$ cat config.mk
export PLATFORM = sky130hd
export DESIGN_NAME = dmem_stream_reader_flat
export DESIGN_NICKNAME = d
export VERILOG_FILES = /design/src/rtl/dmem_stream_reader_if.sv /design/src/rtl/dmem_stream_reader.sv /design/src/flat_wrapper.sv
export SDC_FILE = /design/constraint.sdc
export NUM_CORES = 1
export LEC_CHECK = 0
export ABC_AREA = 1
export BUFFER_PORTS_ARGS = -buffer_cell sky130_fd_sc_hd__buf_2
export CAP_MARGIN = 20
export CELL_PAD_IN_SITES_DETAIL_PLACEMENT = 2
export CELL_PAD_IN_SITES_GLOBAL_PLACEMENT = 2
export CORE_ASPECT_RATIO = 0.8
export CORE_MARGIN = 2
export CORE_UTILIZATION = 25
export DETAILED_ROUTE_END_ITERATION = 8
export HOLD_SLACK_MARGIN = 0.12
export PLACE_DENSITY_LB_ADDON = 0.15
export SYNTH_ARGS = -nofsm -noshare
export SYNTH_HDL_FRONTEND = slang
export SYNTH_SLANG_ARGS = --single-unit
$ cat constraint.sdc
create_clock -name clk -period 2 [get_ports clk]
set_input_delay 0.2 -clock clk [delete_from_list [all_inputs] [get_ports clk]]
set_output_delay 0.2 -clock clk [all_outputs]
set_load 0.05 [all_outputs]
$ cat src/rtl/dmem_stream_reader_if.sv
// Command, dmem read-port and output-stream signals of the dmem stream reader.
// The slave modport is the reader itself; master is the surrounding environment.
interface dmem_stream_reader_if #(
    parameter int ADDR_W = 32,
    parameter int DATA_W = 32,
    parameter int LEN_W  = 16
);
    logic              start;
    logic [ADDR_W-1:0] base_addr;
    logic [LEN_W-1:0]  num_words;
    logic              busy;
    logic              done;
    logic              err;

    logic [ADDR_W-1:0] mem_addr;
    logic [DATA_W-1:0] mem_rd;

    logic              out_valid;
    logic              out_ready;
    logic [DATA_W-1:0] out_data;
    logic [ADDR_W-1:0] out_addr;
    logic              out_last;

    modport master (
        output start, base_addr, num_words, mem_rd, out_ready,
        input  busy, done, err, mem_addr, out_valid, out_data, out_addr, out_last
    );

    modport slave (
        input  start, base_addr, num_words, mem_rd, out_ready,
        output busy, done, err, mem_addr, out_valid, out_data, out_addr, out_last
    );
endinterface

$ cat src/rtl/dmem_stream_reader.sv
// Walks a block of word-aligned dmem addresses and emits each word on a
// valid/ready stream with its byte address and a last flag.
module dmem_stream_reader #(
    parameter int ADDR_W = 32,
    parameter int DATA_W = 32,
    parameter int LEN_W  = 16
) (
    input logic                 clk,
    input logic                 reset,
    dmem_stream_reader_if.slave bus
);
    typedef enum logic [1:0] {IDLE, FETCH, STREAM, DONE} state_e;

    state_e            state_q, state_d;
    logic [ADDR_W-1:0] mem_addr_q, mem_addr_d;
    logic [ADDR_W-1:0] out_addr_q, out_addr_d;
    logic [DATA_W-1:0] out_data_q, out_data_d;
    logic [LEN_W-1:0]  remaining_q, remaining_d;
    logic              out_valid_q, out_valid_d;
    logic              out_last_q, out_last_d;
    logic              err_q, err_d;

    logic cmd_misaligned;
    logic cmd_empty;
    logic xfer;
    logic load_beat;

    assign cmd_misaligned = (bus.base_addr[1:0] != 2'b00);
    assign cmd_empty      = (bus.num_words == '0);
    assign xfer           = out_valid_q & bus.out_ready;
    // mem_addr already points at the next word, so a beat loads in FETCH and
    // on every non-final transfer, giving one word per cycle.
    assign load_beat      = (state_q == FETCH) ||
                            ((state_q == STREAM) && xfer && !out_last_q);

    // NOTE: sequential state uses <= so every register updates from the same pre-edge values.
    always_ff @(posedge clk) begin
        if (reset) begin
            state_q <= IDLE;
        end else begin
            state_q <= state_d;
        end
    end

    always_comb begin
        state_d = state_q;
        case (state_q)
            IDLE:    if (bus.start && !cmd_misaligned) state_d = cmd_empty ? DONE : FETCH;
            FETCH:   state_d = STREAM;
            STREAM:  if (xfer && out_last_q) state_d = DONE;
            DONE:    state_d = IDLE;
            default: state_d = IDLE;
        endcase
    end

    always_comb begin
        bus.busy = (state_q != IDLE);
        bus.done = (state_q == DONE);
    end

    always_comb begin
        // NOTE: each _d defaults to its hold value first, so no branch can infer a latch.
        mem_addr_d  = mem_addr_q;
        out_addr_d  = out_addr_q;
        out_data_d  = out_data_q;
        remaining_d = remaining_q;
        out_valid_d = out_valid_q;
        out_last_d  = out_last_q;
        err_d       = 1'b0;

        if ((state_q == IDLE) && bus.start) begin
            if (cmd_misaligned) begin
                err_d = 1'b1;
            end else if (!cmd_empty) begin
                mem_addr_d  = bus.base_addr;
                remaining_d = bus.num_words;
            end
        end

        if (load_beat) begin
            out_data_d  = bus.mem_rd;
            out_addr_d  = mem_addr_q;
            out_last_d  = (remaining_q == LEN_W'(1));
            out_valid_d = 1'b1;
            mem_addr_d  = mem_addr_q + ADDR_W'(4);
            remaining_d = remaining_q - LEN_W'(1);
        end else if ((state_q == STREAM) && xfer) begin
            out_valid_d = 1'b0;
            out_last_d  = 1'b0;
        end
    end

    // NOTE: datapath registers are reset as well, because mem_addr and out_* are visible outputs.
    always_ff @(posedge clk) begin
        if (reset) begin
            mem_addr_q  <= '0;
            out_addr_q  <= '0;
            out_data_q  <= '0;
            remaining_q <= '0;
            out_valid_q <= 1'b0;
            out_last_q  <= 1'b0;
            err_q       <= 1'b0;
        end else begin
            mem_addr_q  <= mem_addr_d;
            out_addr_q  <= out_addr_d;
            out_data_q  <= out_data_d;
            remaining_q <= remaining_d;
            out_valid_q <= out_valid_d;
            out_last_q  <= out_last_d;
            err_q       <= err_d;
        end
    end

    assign bus.err       = err_q;
    assign bus.mem_addr  = mem_addr_q;
    assign bus.out_valid = out_valid_q;
    assign bus.out_data  = out_data_q;
    assign bus.out_addr  = out_addr_q;
    assign bus.out_last  = out_last_q;
endmodule

$ cat src/flat_wrapper.sv
// flat-port wrapper written by rule: the top's interface ports become plain ports
module dmem_stream_reader_flat 
#(
    parameter int ADDR_W = 32,
    parameter int DATA_W = 32,
    parameter int LEN_W  = 16
)
  (clk, reset, bus_start, bus_base_addr, bus_num_words, bus_mem_rd, bus_out_ready, bus_busy, bus_done, bus_err, bus_mem_addr, bus_out_valid, bus_out_data, bus_out_addr, bus_out_last);
  dmem_stream_reader_if #(.ADDR_W(ADDR_W), .DATA_W(DATA_W), .LEN_W(LEN_W)) bus_i ();
  input logic clk;
  input logic reset;
  input wire logic [$bits(bus_i.start)-1:0] bus_start;
  input wire logic [$bits(bus_i.base_addr)-1:0] bus_base_addr;
  input wire logic [$bits(bus_i.num_words)-1:0] bus_num_words;
  input wire logic [$bits(bus_i.mem_rd)-1:0] bus_mem_rd;
  input wire logic [$bits(bus_i.out_ready)-1:0] bus_out_ready;
  output wire logic [$bits(bus_i.busy)-1:0] bus_busy;
  output wire logic [$bits(bus_i.done)-1:0] bus_done;
  output wire logic [$bits(bus_i.err)-1:0] bus_err;
  output wire logic [$bits(bus_i.mem_addr)-1:0] bus_mem_addr;
  output wire logic [$bits(bus_i.out_valid)-1:0] bus_out_valid;
  output wire logic [$bits(bus_i.out_data)-1:0] bus_out_data;
  output wire logic [$bits(bus_i.out_addr)-1:0] bus_out_addr;
  output wire logic [$bits(bus_i.out_last)-1:0] bus_out_last;
  assign bus_i.start = bus_start;
  assign bus_i.base_addr = bus_base_addr;
  assign bus_i.num_words = bus_num_words;
  assign bus_i.mem_rd = bus_mem_rd;
  assign bus_i.out_ready = bus_out_ready;
  assign bus_busy = bus_i.busy;
  assign bus_done = bus_i.done;
  assign bus_err = bus_i.err;
  assign bus_mem_addr = bus_i.mem_addr;
  assign bus_out_valid = bus_i.out_valid;
  assign bus_out_data = bus_i.out_data;
  assign bus_out_addr = bus_i.out_addr;
  assign bus_out_last = bus_i.out_last;
  dmem_stream_reader #(.ADDR_W(ADDR_W), .DATA_W(DATA_W), .LEN_W(LEN_W)) u_core (.clk(clk), .reset(reset), .bus(bus_i));
endmodule
After elaboration in Yosys (flattened, before gate mapping)

Cells that the tools add are included.

Register bits after elaboration: 117
Latch bits: 0
Bits in writable memories: 0
Bits in read-only memories: 0
Input bits: 84
Logic and storage cells: 53
Memories kept: 0

$add $sub $neg: 2
Multiply operators: 0
Div/mod/pow operators: 0
Magnitude comparators: 0
Equal/unequal tests: 8
Shift operators: 0
Muxes and demuxes: 16
Bitwise logic cells: 2
Reductions and logical operators: 17

Operators with widths:

| cell                    | count |
|---|---|
| $mux W32                | 4 |
| $mux W16                | 4 |
| $add A32 B3 Y32 const B | 1 |
| $eq A16 B1 Y1 const B   | 1 |
| $logic_not A16 Y1       | 1 |
| $sub A16 B1 Y16 const B | 1 |
| $pmux W2 S4             | 1 |
| $reduce_bool A2 Y1      | 4 |
| $mux W2                 | 3 |
| $logic_and A1 B1 Y1     | 5 |
| $eq A2 B2 Y1 const B    | 2 |
| $mux W1                 | 4 |
| $ne A2 B1 Y1 const B    | 2 |
| $ne A2 B2 Y1 const B    | 2 |
| $reduce_and A3 Y1       | 1 |
| $eq A2 B1 Y1 const B    | 1 |
| $logic_not A1 Y1        | 2 |
| $logic_not A2 Y1        | 1 |
| $reduce_and A2 Y1       | 1 |
| $reduce_or A2 Y1        | 1 |
| $and A1 B1 Y1           | 1 |
| $logic_or A1 B1 Y1      | 1 |
| $not A1 Y1              | 1 |

Logic depth before layout (Yosys ltp)

Word-level depth: 6
Mapped depth: 12
Depth with buffers taken out: 11

Least setup slack after synthesis

OpenSTA, ideal clock, no wires.

Path type: flip-flop to flip-flop
From: register u_core.mem_addr_q[3] (netlist: u_core.bus.mem_addr[3])
To: register u_core.mem_addr_q[22] (netlist: u_core.bus.mem_addr[22])
Library setup time: 0.118 ns
Arrival: 1.812 ns
Path slack: 0.070 ns
Cell stages (with the launch flop): 12
Buffers on the path: 1
Cell sequence: dfxtp_1 -> ha_1 -> nand2_1 -> nor2_2 -> nand3_1 -> nor2_2 -> buf_4 -> nand2_1 -> nand2_1 -> nand3_1 -> nor2_1 -> nor2_1

Longest elaborated chain between the ends: 2

Ends and longest elaborated chain:

| item                   | line                      | RTL |
|---|---|---|
| start, declared        | dmem_stream_reader.sv:15  | `logic [ADDR_W-1:0] mem_addr_q, mem_addr_d;` |
| start signal, assigned | dmem_stream_reader.sv:104 | `mem_addr_q <= mem_addr_d;` |
| $add A32 B3 Y32        | dmem_stream_reader.sv:85  | `mem_addr_d = mem_addr_q + ADDR_W'(4);` |
| $mux W32               | dmem_stream_reader.sv:80  | `if (load_beat) begin` |

No other way between the ends.
A chain may end at the register's enable or synchronous reset.

Final worst setup path

From: register u_core.state_q[0]
To: register u_core.remaining_q[7]

Longest elaborated chain between the ends: 6
Elaborated cells between the ends (all ways): 12

Ends and longest elaborated chain:

| item                                                                | line                      | RTL |
|---|---|---|
| start, declared                                                     | dmem_stream_reader.sv:14  | `state_e state_q, state_d;` |
| start signal, assigned                                              | dmem_stream_reader.sv:41  | `state_q <= state_d;` |
| $eq A2 B2 Y1                                                        | dmem_stream_reader.sv:34  | `((state_q == STREAM) && xfer && !out_last_q);` |
| $logic_and A1 B1 Y1 (2 in series)                                   | dmem_stream_reader.sv:34  |  |
| $logic_or A1 B1 Y1                                                  | dmem_stream_reader.sv:33  | `assign load_beat = (state_q == FETCH) \|\|` |
| $ne A2 B2 Y1 (no line) / $reduce_bool A2 Y1 (equally long branches) | n/a                       |  |
| $reduce_and A3 Y1 (no line)                                         | n/a                       |  |
| end signal, assigned                                                | dmem_stream_reader.sv:107 | `remaining_q <= remaining_d;` |
| end, declared                                                       | dmem_stream_reader.sv:18  | `logic [LEN_W-1:0] remaining_q, remaining_d;` |

Several ways; a longest one is shown, not always the timed one.

==> impl_metrics.py <==
metrics = {
    "final_layout": {
        "insertedDiodeCount": 0,
        "syn_to_final_growth_pct": 42.10,
        "fin_util": 0.3636,
        "fin_nets": 1255,
        "seqCellArea_um2": 2344,
        "nFillCells": 2812,
        "multi_input_area_um2": 3065,
        "layout-drive-gt1-share": 0.2338,
    },
    "worst_setup_path": {
        "crit_path_end_kind": "flop",
        "crit_type": "reg -> reg",
        "rr_endpoint": "u_core.remaining_q[7]",
        "reg2reg_depth": 9,
        "critPathMaxFanout": 16,
        "reg2reg_slack_ns": 0.12,
        "critPathLaunchType": "flop",
        "crit_arrival_ns": 2.18,
        "r2r_start": "u_core.state_q[0]",
        "crit_required_ns": 2.29,
    },
    "clock_network": {
        "cts_max_path_buffers": 2,
        "root_buffer": "clkbuf_16",
        "cts_buffers": 17,
        "cts_tree": "yes",
        "clkTransAtPathRegs_ns": 0.06,
        "cts_sinks": 117,
        "insertion_delay_ns": 0.42,
        "htree_levels": 4,
    },
    "grt": {
        "grt_antenna_before_repair": 0,
        "grt_pass1_vias": 7335,
        "grt_pass1_wl_um": 40080,
        "grt_usage": 0.2024,
        "gr-total-overflow": 0,
        "grt_max_degree": 72,
    },
    "floorplan": {
        "start_util": 0.2559,
        "fp.dieArea_um2": 25280,
        "die_y_um": 142.6,
        "die_w_um": 177.3,
        "ioPinCount": 185,
        "placementRows": 50,
        "core_area_um2": 23460,
    },
    "job": {
        "cap_viol_max_count": 0,
    },
    "logic_synthesis": {
        "post-synth-top-count-cell": "nor2_1",
        "synthXorXnorAreaFrac": 0.008754,
        "synth_cell_types": 34,
        "synth_flop_cell": "dfxtp_1",
        "ys_seq_area_frac": 0.3902,
        "ys_top_cells_by_area": "dfxtp_1 (39%), nor2_1 (12%), nand2_1 (11%)",
        "ys_warn_count": 0,
        "synth-compound-area-share": 0.1332,
        "async_flop_share": 0,
        "synth_fa_ha_area_frac": 0.01667,
        "synth_edf_count": 0,
        "yosys.area.top_type": "dfxtp_1",
        "synth_top_cells_by_count": "nor2_1 (195), nand2_1 (175), dfxtp_1 (117)",
        "synthMuxAreaShare": 0,
        "syn_area_um2": 6003,
        "synth_top_area_share": 0.3902,
        "syn-num-nets": 1011,
        "syn_area_per_cell_um2": 6.532,
        "synth_top_family_by_area": "simple AND/OR/NAND/NOR gates",
        "synth-simple-area-share": 0.3504,
        "synthCells": 919,
        "yosys_register_bits": 117,
    },
    "place": {
        "pre_cts_slack_ns": 0.1496,
        "place.gp.congestion": 0.7594,
        "port_buffers": 184,
        "dp.final_hpwl_um": 17650,
    },
    "sta": {
        "finalCritPeriodShare": 0.9423,
        "timing.final.crit_period_ns": 1.885,
        "skew_ns": 0.01418,
        "hold_violations": 0,
        "fin_tns_setup_ns": 0,
        "finalSetupViolations": 0,
        "setup_ws_ns": 0.1154,
        "worst_pin_slew_ns": 0.4208,
        "slew_headroom": 0.7195,
        "whs_ns": 0.1304,
        "slew_violations": 0,
        "rsz0062_at_grt": "no",
        "fmax_mhz": 530.6,
    },
    "routing": {
        "wl_per_cell_um": 16.74,
        "vias": 6952,
        "firstDrtPassIters": 4,
        "drt-total-wl_um": 24920,
        "antenna_left": 0,
        "vias_per_cell": 4.672,
        "remaining_drc_errors": 0,
        "drtIter0Drc": 270,
    },
    "power": {
        "leakage_nw": 4.149,
        "p_total_mw": 14.48,
        "power_density_nw_per_um2": 1697,
        "peakVddDrop_mv": 0.6018,
    },
    "run_status": {
        "status": "completed",
    },
    "min_path": {
        "min_to": "u_core.bus.mem_addr[26]",
        "hold_start": "bus_base_addr[26]",
        "hp-class": "in -> reg",
        "worstHoldPathCells": 5,
    },
}
-- routing by layer --
metal  share of wire  global-route usage  vias to the layer above
met5               0                   0                        -
met4          0.0071             0.04012                        0
met3           0.054             0.05449                       15
met2            0.45              0.3281                      132
met1            0.49              0.2705                     3363
li1                -                   -                     3442
-- report_power, final --
group          switching, mW  internal, mW
sequential             0.675          3.14
clock                   1.27          2.13
combinational           5.33          1.93
total                   7.28          7.20
-- final cells by class --
| type | count | area share |
|---|---|---|
| clock buffer | 18 | 0.05148 |
| clock inverter | 14 | 0.02332 |
| inverter | 96 | 0.04253 |
| sequential | 117 | 0.2747 |
| timing repair buffer | 268 | 0.2028 |
| multi-input combinational | 663 | 0.3593 |
| tap | 312 | 0.04576 |
-- flip-flops by register name (all words and copies together), names as in the netlist --
register and flops:
u_core.bus.out_last 1, u_core.bus.out_addr 32, u_core.bus.out_data 32, u_core.remaining_q 16, u_core.bus.out_valid 1, u_core.state_q 2
u_core.bus.err 1, u_core.bus.mem_addr 32
-- worst max-delay path: stages, from the launching register on --
cell     delay [ns]
dfxtp_1        0.39
inv_1          0.10
ha_1           0.24
nand4_2        0.14
nand2_4        0.08
inv_4          0.12
nand3_4        0.09
buf_4          0.21
o21ai_0        0.29
nor2_1         0.09
-- repair_timing --
item                                   in CTS  in global routing
hold buffers                               50                  0
setup endpoints to repair                   0                 11
resized for setup                           0                  5
endpoints found under the hold margin      50                  0
setup buffers                               0                  2
-- metrics by stage --
step                      cells  instance area (um^2)
after floorplan             919                  6003
after global routing       1488                  8531
after global placement     1404                  7362
final                      1488                  8531
after CTS                  1486                  8501
after detailed placement   1404                  7362
-- cell families after synthesis --
| group | count (synthesis) |
|---|---|
| flops | 117 |
| compound gates | 157 |
| fa+ha+maj | 8 |
| simple gates | 492 |
| xor+xnor | 6 |
| buf+inv | 139 |
-- layout by cell type, fill, tap and decap left out, types with 8 or more instances in the layout --
cell	synthesis	layout
a21oi_1	49	49
buf_2	11	184
buf_4	4	29
clkbuf_16	0	17
dfxtp_1	117	116
dlygate4sd3_1	0	50
inv_1	93	93
nand2_1	175	175
nand3_1	72	71
nand4_1	22	22
nor2_1	195	194
nor3_1	8	8
o21ai_0	100	100
-- how the worst max path moves through the flow --
stage / startpoint / to / slack [ns] / cells past startpoint
after floorplan: u_core.bus.mem_addr[3] / u_core.bus.mem_addr[22] / 0.07 / 11
after global placement: u_core.bus.mem_addr[3] / u_core.bus.mem_addr[22] / 0.20 / 11
after detailed placement: u_core.state_q[0] / u_core.remaining_q[8] / 0.15 / 10
after CTS: u_core.state_q[0] / u_core.remaining_q[7] / 0.12 / 8
after global routing: u_core.state_q[0] / u_core.bus.mem_addr[20] / 0.009 / 12
final: u_core.state_q[0] / u_core.remaining_q[7] / 0.12 / 9
Power figures use the tool's default switching activity.
